==> config.mk <==
export PLATFORM = sky130hd
export DESIGN_NAME = sprite_blitter
export DESIGN_NICKNAME = d
export VERILOG_FILES = /design/src/rtl/sprite_blitter.sv
export SDC_FILE = /design/constraint.sdc
export NUM_CORES = 1
export LEC_CHECK = 0
export BUFFER_PORTS_ARGS = -buffer_cell sky130_fd_sc_hd__buf_2
export CAP_MARGIN = 20
export CORE_MARGIN = 4
export CORE_UTILIZATION = 56
export CTS_BUF_LIST = sky130_fd_sc_hd__clkbuf_2 sky130_fd_sc_hd__clkbuf_4 sky130_fd_sc_hd__clkbuf_8
export DETAILED_ROUTE_END_ITERATION = 12
export PLACE_DENSITY = 0.81
export SETUP_SLACK_MARGIN = 0.2
export SLEW_MARGIN = 5
export SYNTH_ARGS = -nofsm -noshare
export SYNTH_HDL_FRONTEND = slang
export SYNTH_SLANG_ARGS = --single-unit
==> constraint.sdc <==
create_clock -name clk -period 4.35 [get_ports clk]
set_input_delay 0.2175 -clock clk [delete_from_list [all_inputs] [get_ports clk]]
set_output_delay 0.2175 -clock clk [all_outputs]
set_load 0.05 [all_outputs]
==> src/rtl/sprite_blitter.sv <==
// Sprite blitter: walks an object-table sprite in the ROM one pixel per clock and
// writes opaque, on-screen pixels into the framebuffer at the requested position.
module sprite_blitter #(
  parameter int          SCREEN_W    = 640,
  parameter int          SCREEN_H    = 480,
  parameter logic [11:0] TRANSPARENT = 12'hF0F
) (
  input  logic        clk,
  input  logic        rst_n,
  input  logic        req_valid,
  output logic        req_ready,
  input  logic [5:0]  req_id,
  input  logic [10:0] req_x,
  input  logic [10:0] req_y,
  output logic [5:0]  obj_id,
  input  logic [10:0] obj_h,
  input  logic [10:0] obj_w,
  input  logic [18:0] obj_addr,
  output logic [18:0] rom_addr,
  input  logic [11:0] rom_data,
  output logic        fb_we,
  output logic [10:0] fb_x,
  output logic [10:0] fb_y,
  output logic [11:0] fb_data,
  output logic        busy,
  output logic        done
);

  typedef enum logic [2:0] {
    ST_IDLE   = 3'd0,
    ST_LOOKUP = 3'd1,
    ST_RUN    = 3'd2,
    ST_DRAIN  = 3'd3,
    ST_DONE   = 3'd4
  } state_t;

  state_t      state_r;
  logic [5:0]  id_r;
  logic [10:0] x_r;
  logic [10:0] y_r;
  logic [10:0] h_r;
  logic [10:0] w_r;
  logic [10:0] col_r;
  logic [10:0] row_r;
  logic [18:0] rom_addr_r;
  logic        pipe_valid_r;
  logic [11:0] pipe_px_r;
  logic [11:0] pipe_py_r;
  logic        ready_r;
  logic        done_r;

  logic        last_col_s;
  logic        last_row_s;
  logic [11:0] px_s;
  logic [11:0] py_s;
  logic        visible_s;

  // Raster position of the pixel being issued; 12 bits so a carry lands off-screen.
  always_comb begin
    last_col_s = (col_r == (w_r - 11'd1));
    last_row_s = (row_r == (h_r - 11'd1));
    px_s       = {1'b0, x_r} + {1'b0, col_r};
    py_s       = {1'b0, y_r} + {1'b0, row_r};
  end

  // Write stage lines up with the ROM's one-cycle read latency.
  always_comb begin
    visible_s = 1'b0;
    if (pipe_valid_r && (rom_data != TRANSPARENT) &&
        (pipe_px_r < 12'(SCREEN_W)) && (pipe_py_r < 12'(SCREEN_H))) begin
      visible_s = 1'b1;
    end else begin
      visible_s = 1'b0;
    end
  end

  // Request handshake, table lookup, raster walk and completion sequencing.
  always_ff @(posedge clk or negedge rst_n) begin
    if (!rst_n) begin
      state_r      <= ST_IDLE;
      id_r         <= 6'd0;
      x_r          <= 11'd0;
      y_r          <= 11'd0;
      h_r          <= 11'd0;
      w_r          <= 11'd0;
      col_r        <= 11'd0;
      row_r        <= 11'd0;
      rom_addr_r   <= 19'd0;
      pipe_valid_r <= 1'b0;
      pipe_px_r    <= 12'd0;
      pipe_py_r    <= 12'd0;
      ready_r      <= 1'b1;
      done_r       <= 1'b0;
    end else begin
      pipe_valid_r <= 1'b0;
      done_r       <= 1'b0;
      case (state_r)
        ST_IDLE: begin
          ready_r <= 1'b1;
          if (req_valid) begin
            id_r    <= req_id;
            x_r     <= req_x;
            y_r     <= req_y;
            ready_r <= 1'b0;
            state_r <= ST_LOOKUP;
          end
        end
        ST_LOOKUP: begin
          h_r   <= obj_h;
          w_r   <= obj_w;
          col_r <= 11'd0;
          row_r <= 11'd0;
          if ((obj_h == 11'd0) || (obj_w == 11'd0)) begin
            done_r  <= 1'b1;
            state_r <= ST_DONE;
          end else begin
            rom_addr_r <= obj_addr;
            state_r    <= ST_RUN;
          end
        end
        ST_RUN: begin
          pipe_valid_r <= 1'b1;
          pipe_px_r    <= px_s;
          pipe_py_r    <= py_s;
          if (last_col_s) begin
            col_r <= 11'd0;
            if (last_row_s) begin
              state_r <= ST_DRAIN;
            end else begin
              row_r <= row_r + 11'd1;
            end
          end else begin
            col_r <= col_r + 11'd1;
          end
          // Running address replaces base + row*w + col; wraps naturally at 19 bits.
          if (!(last_col_s && last_row_s)) begin
            rom_addr_r <= rom_addr_r + 19'd1;
          end
        end
        ST_DRAIN: begin
          done_r  <= 1'b1;
          state_r <= ST_DONE;
        end
        ST_DONE: begin
          ready_r <= 1'b1;
          state_r <= ST_IDLE;
        end
        default: begin
          ready_r <= 1'b1;
          state_r <= ST_IDLE;
        end
      endcase
    end
  end

  assign req_ready = ready_r;
  assign busy      = ~ready_r;
  assign done      = done_r;
  assign obj_id    = id_r;
  assign rom_addr  = rom_addr_r;
  assign fb_we     = visible_s;
  assign fb_x      = pipe_px_r[10:0];
  assign fb_y      = pipe_py_r[10:0];
  assign fb_data   = pipe_valid_r ? rom_data : 12'd0;

endmodule

==> out/metrics.cfg <==
[outcome]
status=completed

[clock_network]
numCtsBuffers=17
cts_resized=0
cts_buffer_depth=2
path_clk_slew_ns=0.07
cts_tree=built
post_cts_buffers=0
htreeDepth=4
cts_root_buffer=clkbuf_8
numClockSinks=121
clock_latency_ns=0.44

[detailed_routing]
drtIter0Drc=616
wl_mm=19.8
drt-wirelength-per-cell_microns=16.7
drtPass1Iterations=5
ant_nets=0
via_per_inst=5.96
drcViolationCount=0
vias=7078

[layout]
area_growth_pct=18.6
fin_cells=1187
multi_input_area_sq_um=4200
regArea_sq_um=3030
n_antenna_cell=0
fin_util=0.686
fin_area_sq_um=9190
drive_above_1_share=0.246
fin_nets=1114
fillers=1086

[setup_path]
arrival_ns=3.35
required_ns=4.67
path_class=flip-flop to flip-flop
path_max_fanout=39
end_kind=flip-flop
start_kind=flip-flop

[die]
coreArea_sq_um=13400
die_w_microns=126
die_area_sq_um=15800
initial_core_util=0.578
die_h_microns=126
rows=42
io_pins=147

[logic_synthesis]
synth_compound_area_frac=0.185
yosysMostFrequentCell=dfrtp_1
synth.top_cell.area_share=0.388
muxShareOfSynthArea=0.0456
synth_top_family_by_area=simple AND/OR/NAND/NOR gates
synthTopCellsByCount=dfrtp_1, nand2_1, o21ai_0
synthSimpleGateAreaFrac=0.225
synthTopCellsByArea=dfrtp_1, nand2_1, ha_1, mux2_2, o21ai_0
synth_xor_area_frac=0.0339
async_reset_ff_frac=1.00
synthFlopType=dfrtp_1
synth_fa_ha_area_frac=0.0502
synth_area_leader_cell=dfrtp_1
synth_edf_count=0
syn_inst=856
synth_cell_types=81
syn_nets=969
ys_warn_count=0
ys_seq_elements=121
synth.cell_area_sq_um=7740
postSynthAreaPerCell_sq_um=9.05
yosysSeqAreaShare=0.391

[timing]
rsz0062_at_grt=no
fin_worst_skew_ns=0.0111
fin_tns_setup_ns=0
layout_setup_ws_ns=1.32
slew_headroom=0.382
worst_pin_slew_ns=0.918
min_period_ns=3.03
setup_viol=0
whs_ns=0.0188
fmax_ghz=0.330
maxSlewViolCount=0
hold_viol=0
period_share=0.697

[grt]
antenna_found_initial=0
grt_pass1_vias=6682
grt_usage=0.252
gr-total-overflow=0
grt_max_degree=93
grt_first_pass_wirelength_mm=32.9

[power_and_ir_drop]
power_density_nw_per_um2=759
p_leak_nw=4.24
power_mw=6.98
ir_drop_uv=443

[place]
io_buffers=146
place_hpwl_mm=13.6
dp_slack_ns=1.38
placed_cells=1116
dpl-instance-area_sq_um=8390
gp_congestion=0.881

[min_path]
hold_path.class=input pin to flip-flop

[run]
maxCapViolations=0

==> what timing repair did <==
item	4_1_cts	5_1_grt
hold buffers	42	0
endpoints found under the hold margin	83	0
endpoints found under the setup margin	0	0
==> worst paths after layout <==
path / startpoint / endpoint / slack (ns) / depth (start not counted)
setup / recovery: h_r[0]$_DFFE_PN0P_ / rom_addr[16]$_DFFE_PN0P_ / 1.32 / 10
hold / removal: obj_h[0] / h_r[0]$_DFFE_PN0P_ / 0.02 / 3
setup reg to reg: h_r[0]$_DFFE_PN0P_ / rom_addr[16]$_DFFE_PN0P_ / 1.32 / 10
hold reg to reg: pipe_px_r[6]$_DFFE_PN0P_ / pipe_px_r[6]$_DFFE_PN0P_ / 0.48 / 1
max in group asynchronous: rst_n / req_ready$_DFFE_PN1N_ / 3.07 / 3
min in group asynchronous: rst_n / pipe_py_r[6]$_DFFE_PN0P_ / 0.31 / 2
==> worst max-delay path, cell delays in order, from the launching register on <==
cell and delay (ns):
dfrtp_1 0.41, inv_1 0.10, ha_1 0.26, or4b_1 0.54, nor4_1 0.23, o21a_1 0.15
o21ai_1 0.08, a211oi_4 0.21, buf_4 0.44, and3_1 0.35, o31ai_1 0.12
==> cell type report <==
cell class	instances	area share
inverters	36	0.0147
well taps	176	0.0240
repair buffers	197	0.133
clock inverters	2	0.00381
clock buffers	27	0.0377
flip-flops and latches	121	0.330
multi-input cells	628	0.457
==> per-layer routing <==
metal | vias up | wire, microns | global-route usage
met1 | 3379 | 8800 | 0.345
met4 | 0 | 283 | 0.0759
met5 | - | 0 | 0
met3 | 24 | 1320 | 0.0567
met2 | 267 | 9380 | 0.403
li1 | 3408 | - | -
==> placed cells by master, fill, tap and decap left out, types with 14 or more instances in the layout <==
cell type and count:
buf_2 145, dfrtp_1 120, nand2_1 116, o21ai_0 44, nor2_1 42, dlygate4sd3_1 42
inv_1 35, a31oi_1 30, a21oi_1 29, ha_1 27, mux2_2 26, nor3_1 23
clkbuf_8 23, nand3_1 21, xnor2_1 19, or2_2 15, and3_1 15, nand4_1 14
==> power by group <==
part,leakage (nW),internal (mW),switching (mW)
Clock,0.202,0.559,0.424
Combinational,2.55,1.35,2.46
Sequential,1.49,1.62,0.564
Total,4.24,3.53,3.45
==> flip-flops by register name, indices dropped and copies added (netlist names) <==
register and count:
row_r 11, col_r 11, pipe_px_r 12, state_r 3, req_ready 1, w_r 11
pipe_valid_r 1, y_r 11, pipe_py_r 12, obj_id 6, h_r 11, x_r 11
done 1, rom_addr 19
==> kinds of logic after synthesis <==
kind of cell,after synthesis
AND/OR/NAND/NOR,330
adder cells (fa/ha/maj),30
AO/OA/AOI/OAI,206
flip-flops,121
multiplexers,32
buffers and inverters,107
XOR/XNOR,30
No activity file was read; power rests on OpenSTA's default activity.
